File: src/rtl/fast_pkg.sv
// fast_pkg: shared field widths and field word layout for decoders and field buffering
package fast_pkg;
  localparam int BEAT_W   = 64;
  localparam int MSG_ID_W = 21;
  localparam int MAX_MSG  = 10;
  localparam int IDX_W    = $clog2(MAX_MSG);
  localparam int FIELD_W  = MSG_ID_W + IDX_W + BEAT_W;
  typedef struct packed {
    logic [MSG_ID_W-1:0] msg_id;
    logic [IDX_W-1:0]    field_idx;
    logic [BEAT_W-1:0]   data;
  } field_t;
endpackage

File: src/rtl/field_serializer_compactor.sv
// lane_compactor: valid-lane popcount and exclusive prefix-sum destination offsets
module lane_compactor
  import fast_pkg::*;
#(
  parameter int N     = 4,
  parameter int CNT_W = $clog2(N + 1)
) (
  input  logic [N-1:0]            i_valid,
  output logic [CNT_W-1:0]        o_count,
  output logic [N-1:0][CNT_W-1:0] o_offset
);
  // each valid lane lands after all lower-numbered valid lanes
  always_comb begin
    o_count  = '0;
    o_offset = '0;
    for (int i = 0; i < N; i++) begin
      o_offset[i] = o_count;
      o_count     = o_count + CNT_W'(i_valid[i]);
    end
  end
endmodule

File: src/rtl/field_serializer.sv
// field_serializer: compacts parallel decoder lanes into a circular buffer and serializes fields
module field_serializer
  import fast_pkg::*;
#(
  parameter int NUM_DECODERS     = 4,
  parameter int BEAT_WIDTH       = 64,
  parameter int MAX_MESSAGE_SIZE = 10,
  parameter int MESSAGE_ID_SIZE  = 21,
  parameter int DEPTH            = 8,
  localparam int IDX_W   = $clog2(MAX_MESSAGE_SIZE),
  localparam int FIELD_W = MESSAGE_ID_SIZE + IDX_W + BEAT_WIDTH,
  localparam int OCC_W   = $clog2(DEPTH) + 1
) (
  input  logic                             clk,
  input  logic                             rst,
  input  logic [NUM_DECODERS-1:0][FIELD_W:0] in_fields,
  output logic                             in_ready,
  output logic [FIELD_W-1:0]               out_field,
  output logic                             out_valid,
  input  logic                             out_ready,
  output logic                             out_msg_start,
  output logic [15:0]                      drop_count,
  output logic [OCC_W-1:0]                 occupancy
);
  localparam int PTR_W = $clog2(DEPTH);
  localparam int CNT_W = $clog2(NUM_DECODERS + 1);
  logic [FIELD_W-1:0]                    r_mem [DEPTH];
  logic [PTR_W-1:0]                      r_wr_ptr, r_rd_ptr;
  logic [OCC_W-1:0]                      r_occ;
  logic [15:0]                           r_drop;
  logic [FIELD_W-1:0]                    r_out_field;
  logic [MESSAGE_ID_SIZE-1:0]            r_last_id;
  logic                                  r_last_vld;
  logic [NUM_DECODERS-1:0]               w_valid;
  logic [CNT_W-1:0]                      w_count, w_push_cnt;
  logic [NUM_DECODERS-1:0][CNT_W-1:0]    w_offset;
  logic                                  w_pop;
  logic [PTR_W-1:0]                      w_next_rd;
  logic [OCC_W-1:0]                      w_remain;
  logic [FIELD_W-1:0]                    w_first, w_head;
  logic [16:0]                           w_drop_sum;
  // split valid flags and find the lowest valid lane, which lands at wr_ptr
  always_comb begin
    w_valid = '0;
    w_first = '0;
    for (int i = NUM_DECODERS - 1; i >= 0; i--) begin
      w_valid[i] = in_fields[i][FIELD_W];
      if (w_valid[i]) w_first = in_fields[i][FIELD_W-1:0];
    end
  end
  lane_compactor #(.N(NUM_DECODERS), .CNT_W(CNT_W)) u_compact (
    .i_valid (w_valid),
    .o_count (w_count),
    .o_offset(w_offset)
  );
  assign in_ready      = (OCC_W'(DEPTH) - r_occ) >= OCC_W'(NUM_DECODERS);
  assign out_valid     = r_occ != '0;
  assign w_pop         = out_valid & out_ready;
  assign w_push_cnt    = in_ready ? w_count : '0;
  assign w_next_rd     = r_rd_ptr + PTR_W'(w_pop);
  assign w_remain      = r_occ - OCC_W'(w_pop);
  assign w_head        = (w_remain == '0) ? w_first : r_mem[w_next_rd];
  assign w_drop_sum    = {1'b0, r_drop} + 17'(w_count);
  assign out_field     = r_out_field;
  assign out_msg_start = out_valid & (~r_last_vld | (r_out_field[FIELD_W-1 -: MESSAGE_ID_SIZE] != r_last_id));
  assign drop_count    = r_drop;
  assign occupancy     = r_occ;
  // accepted lanes go to consecutive entries from wr_ptr, wrapping past the top entry
  always_ff @(posedge clk) begin
    if (!rst && in_ready)
      for (int i = 0; i < NUM_DECODERS; i++)
        if (w_valid[i]) r_mem[r_wr_ptr + PTR_W'(w_offset[i])] <= in_fields[i][FIELD_W-1:0];
  end
  // pointers, occupancy, drop counter, registered head read and last popped message id
  always_ff @(posedge clk or posedge rst) begin
    if (rst) begin
      r_wr_ptr    <= '0;
      r_rd_ptr    <= '0;
      r_occ       <= '0;
      r_drop      <= '0;
      r_out_field <= '0;
      r_last_id   <= '0;
      r_last_vld  <= 1'b0;
    end else begin
      r_wr_ptr    <= r_wr_ptr + PTR_W'(w_push_cnt);
      r_rd_ptr    <= w_next_rd;
      r_occ       <= r_occ + OCC_W'(w_push_cnt) - OCC_W'(w_pop);
      r_out_field <= w_head;
      if (!in_ready && w_count != '0) r_drop <= w_drop_sum[16] ? 16'hFFFF : w_drop_sum[15:0];
      if (w_pop) begin
        r_last_id  <= r_out_field[FIELD_W-1 -: MESSAGE_ID_SIZE];
        r_last_vld <= 1'b1;
      end
    end
  end
endmodule
File: config.mk
export PLATFORM = sky130hd
export DESIGN_NAME = field_serializer
export DESIGN_NICKNAME = d
export VERILOG_FILES = /design/src/rtl/fast_pkg.sv /design/src/rtl/field_serializer_compactor.sv /design/src/rtl/field_serializer.sv
export SDC_FILE = /design/constraint.sdc
export NUM_CORES = 2
export LEC_CHECK = 0
export ABC_AREA = 1
export CAP_MARGIN = 30
export CORE_MARGIN = 1
export CORE_UTILIZATION = 40
export DETAILED_ROUTE_END_ITERATION = 10
export PLACE_DENSITY = 0.67
export REMOVE_ABC_BUFFERS = 1
export SYNTH_ARGS = -nofsm -noshare
export SYNTH_HDL_FRONTEND = slang
export SYNTH_SLANG_ARGS = --single-unit
File: constraint.sdc
create_clock -name clk -period 16.8 [get_ports clk]
set_clock_uncertainty 0.1 [all_clocks]
set_input_delay 3.36 -clock clk [delete_from_list [all_inputs] [get_ports clk]]
set_output_delay 3.36 -clock clk [all_outputs]
set_load 0.005 [all_outputs]
Yosys cells after proc, flatten, opt, wreduce, memory -nomap -nowiden
Memory sizes are Yosys's and may differ from the RTL's.
Cells that the tools add are included.
- output and inout bits: 112
- logic and storage cells: 53
- memories kept: 1
- bits of input ports: 363
- register bits after elaboration: 137
- bits in writable memories: 712
- memories (memory ; words ; bits a word ; read ports ; clocked after Yosys merged registers in ; write ports ; RTL line ; source):
    r_mem ; 8 ; 89 ; 1 ; 0 ; 4 ; field_serializer.sv:27 ; logic [FIELD_W-1:0] r_mem [DEPTH];
- reductions and logical operators: 7
- muxes and demuxes: 19
- eq/ne operators: 1
- $lt $le $gt $ge: 1
- bitwise logic cells: 4
- add/subtract/negate cells: 13
- operators with widths (operator ; number):
    2-to-1 mux 89 bit ; 5
    != test 21 bit ; 1
    adder 16 x 3 -> 17 bit ; 1
    2-to-1 mux 16 bit ; 1
    adder 3 x 1 -> 3 bit ; 4
    2-to-1 mux 1 bit ; 12
    adder 3 bit ; 3
    subtractor 4 x 1 -> 4 bit ; 2
    adder 4 x 3 -> 4 bit ; 1
    >= comparator 4 x 3 -> 1 bit, second input constant ; 1
    logical NOT 4 bit ; 1
    nonzero test 4 bit ; 1
    subtractor 4 bit, first input constant ; 1
    2-to-1 mux 3 bit ; 1
    nonzero test 3 bit ; 1
    adder 1 x 1 -> 2 bit ; 1
    bitwise AND 1 bit ; 2
    logical AND 1 bit ; 2
    logical NOT 1 bit ; 2
    NOT 1 bit ; 1
    OR 1 bit ; 1

Depth between registers and ports, before layout
- depth in word-level cells: 6
- gate-level depth with buffers: 19
- depth with buffers taken out: 15

Hierarchy
Synthesis repeated with hierarchy kept, for this count alone.
- cells, all modules: 9133
- area total of the unflattened synthesis: 61591.6 um^2
- modules (own cells, without submodules) (module ; sequential area each (um^2) ; cells each ; area an instance (um^2) ; times used):
    field_serializer ; 24808.8 ; 9109 ; 61407.6 ; 1
    lane_compactor ; 0.0 ; 24 ; 183.9 ; 1

Least setup slack after synthesis
OpenSTA, ideal clock, no wires.
- path type: input -> register
- from: in rst
- to: mem r_mem[4][0] (netlist name), enable pin
- stages on the path: 6
- data required time: 16.041 ns
- arrival time: 12.223 ns
- library setup time: 0.659 ns
- slack: 3.817 ns
- buffers on the path: 1
- cell sequence: inv_1 -> buf_2 -> nand2_1 -> nor2_1 -> nand3_1 -> o21ai_0
- RTL lines (what ; RTL line ; source):
    start, declared ; field_serializer.sv:15 ; input logic rst,
    end, declared ; field_serializer.sv:27 ;

==> impl_metrics.toml <==
[place]
routabilityCongestion = 0.882
dp_cells = 10700
portBuffers = 474
dp_hpwl_mm = 152
dpl_cell_area_um2 = 65300

[die]
num_io_pins = 475
die-area_um2 = 153000
dieWidth_um = 391
start_util = 0.403
core_um2 = 150000
die_h_um = 391
rows = 142

[routing]
ant_nets = 0
met2_length_mm = 120
wl_per_cell_um = 26.4
first_pass_iters = 7
viasPerCell = 6.24
drt_wl_total_mm = 287
drc = 0
drt-met1-wl_mm = 102
drt_first_iter_violations = 11700
met3_length_mm = 47.7
num_vias = 68100
routed.top_layer = "met5"

[global_route]
grt_overflow_total = 0
grt_usage = 0.363
antenna_found_initial = 28
grt_pass1_wl_mm = 416
grt_start_max_net_pins = 179
grt_pass1_vias = 62900

[critical_path]
critPathBufInv = 5
critPathKind = "in2reg"
cpPeakStageDelay_ns = 0.77
cp.required_ns = 17.12
reg2reg_depth = 11
path_cells = "buf_4, ha_1, ha_1, fa_1, xnor2_1, nor2_1, nand2_1, nor2_8, buf_4, buf_4, nor3_1, o21ai_4, buf_4, buf_12"
crit_top_cell = "buf_4"
critPathLaunchType = "primary input"
cp.depth = 14
critical-path-top-delay-family = "buffers and inverters"
crit_fanout = 37
crit_slowest_cell = "buf_4"
end_kind = "register"
arrival_ns = 8.76

[sta]
max_slew_margin = 0.215
rsz0062_at_grt = "no"
worstMarginPinSlew_ns = 1.18
fin_crit_ns = 8.44
finalHoldViolations = 0
final-setup-viol-count = 0
clock.fmax_mhz = 118
drv_slew = 0
fin_crit_sh = 0.502

[clocking]
cts_hold_buf = 0
cts.repair.resized = 0
clk_latency_ns = 0.75
cts_tree = "built"
cts_made_buffers = 105
cts_sinks = 849
cts-root-buf = "clkbuf_16"
clk_pin_slew_ns = 0.06
clockBufferDepth = 3
cts_setup_buffers = 0
cts_max_level = 3

[run]
cap_violations = 0

[final_layout]
finish.instance_area_um2 = 68900
final_layout_size_suffix_gt1_frac = 0.0389
nets = 9173
finalNonFillerCells = 10900
fill_cells = 14700
syn2layout_area_growth_pct = 14.1

[min_path]
hold_depth = 1
hold_path_class = "reg2reg"

[status]
outcome = "completed"

[synth]
synth_cell_type_count = 37
synth-seq-cells = 849
synth_cells = 9012
yosysWarnings = 0
syn-cell-area_um2 = 60400
avgSynthCellArea_um2 = 6.70
ys_seq_area_frac = 0.411

[pwr]
p_per_area_nw_per_um2 = 165
p_leak_nw = 29.2
vdd_ir_drop_max_mv = 0.189
per-layer routing:
metal | global-route usage | vias up
met2 | 0.537 | 6304
met4 | 0.197 | 18
met5 | 0 | -
li1 | - | 29200
met3 | 0.113 | 1336
met1 | 0.472 | 31200
cell usage after synthesis, drive strengths merged:
master | instances | area, um2
a21oi | 889 | 4450
a22oi | 89 | 668
a31oi | 1 | 6.26
buf | 443 | 2030
clkbuf | 490 | 1840
clkinv | 1 | 3.75
dfrtp | 137 | 3430
edfxtp | 712 | 21400
fa | 7 | 140
ha | 21 | 263
inv | 183 | 694
nand2 | 3873 | 14500
nand3 | 773 | 3910
nand3b | 5 | 37.5
nand4 | 13 | 100
nor2 | 592 | 2430
nor3 | 10 | 50.1
o2111ai | 1 | 8.76
o211ai | 180 | 1350
o21ai | 565 | 2830
o22ai | 1 | 6.26
or2 | 5 | 31.3
xnor2 | 15 | 131
xor2 | 6 | 52.6
through the flow:
step	hold slack, ns	setup WS, ns	utilization	TNS (ns)	power [mW]
floorplan	0.332	-0.487	-	-42.62	6.79
global placement	0.359	7.79	0.433	0	8.68
detailed placement	0.361	7.83	0.436	0	8.84
CTS	0.373	8.61	0.458	0	11.1
global route	0.393	8.43	0.460	0	11.9
finish	0.372	8.36	0.460	0	11.4
state kept, by name (all words and copies together) (netlist names):
name / flops
r_mem: 712
out_field: 89
r_last_id: 21
drop_count: 16
occupancy: 4
r_rd_ptr: 3
r_wr_ptr: 3
r_last_vld: 1
cells in the final DEF (no fill, tap or decap), types with 3 or more instances in the layout:
cell,Yosys,final
a21oi_1,889,889
a22oi_1,89,89
buf_12,0,17
buf_16,0,18
buf_4,22,90
bufinv_16,0,4
clkbuf_1,490,28
clkbuf_16,0,107
clkbuf_8,0,16
clkdlybuf4s50_1,0,471
clkinv_1,1,16
clkinv_2,0,19
clkinvlp_4,0,3
dfrtp_1,137,137
diode_2,0,17
edfxtp_1,712,712
fa_1,7,7
ha_1,21,19
inv_1,170,168
inv_2,10,3
inv_4,3,10
inv_6,0,4
nand2_1,3872,3871
nand3_1,769,765
nand3_4,3,7
nand3b_1,5,5
nand4_1,10,10
nand4_4,0,3
nor2_1,570,567
nor2_4,8,17
nor2_8,8,8
nor3_1,10,10
o211ai_1,180,180
o21ai_0,564,561
o21ai_4,0,3
or2_2,5,5
xnor2_1,15,14
xor2_1,6,6
path summary, 6_finish.rpt:
check / from / endpoint / slack, ns
worst max-delay path: in_fields[179] / r_mem[5][16] / 8.36
worst min-delay path: r_last_vld / r_last_vld / 0.37
worst max register to register: occupancy[0] / r_mem[5][16] / 11.23
worst min register to register: r_last_vld / r_last_vld / 0.37
max in group asynchronous: rst / out_field[36] / 12.30
min in group asynchronous: rst / out_field[68] / 2.98
report_power, final:
| group | internal (mW) | switching, mW |
|---|---|---|
| Combinational | 1.67 | 3.99 |
| Sequential | 3.19 | 0.242 |
| Clock | 1.30 | 1.00 |
| Total | 6.16 | 5.24 |
cells by family (layout without fill, tap and decap cells):
group / count (synthesis) / in the layout / share of synthesized area
other cells: 0 / 17 / 0
simple gates: 5271 / 5271 / 0.349
flops: 849 / 849 / 0.411
fa+ha+maj: 28 / 28 / 0.00667
buf+inv: 1117 / 979 / 0.0757
compound gates: 1726 / 1726 / 0.154
xor+xnor: 21 / 21 / 0.00305
cell type report:
class                   count  area (um2)  share of cell area
diodes                     17        42.5            0.000617
clock buffers             151        3000              0.0436
clock inverters            48         377             0.00546
inverters                 184         736              0.0107
multi-input cells        7046       31200               0.453
flip-flops and latches    849       24800               0.360
well taps                2016        2520              0.0366
repair buffers            596        6230              0.0903
No activity file was read; power rests on OpenSTA's default activity.
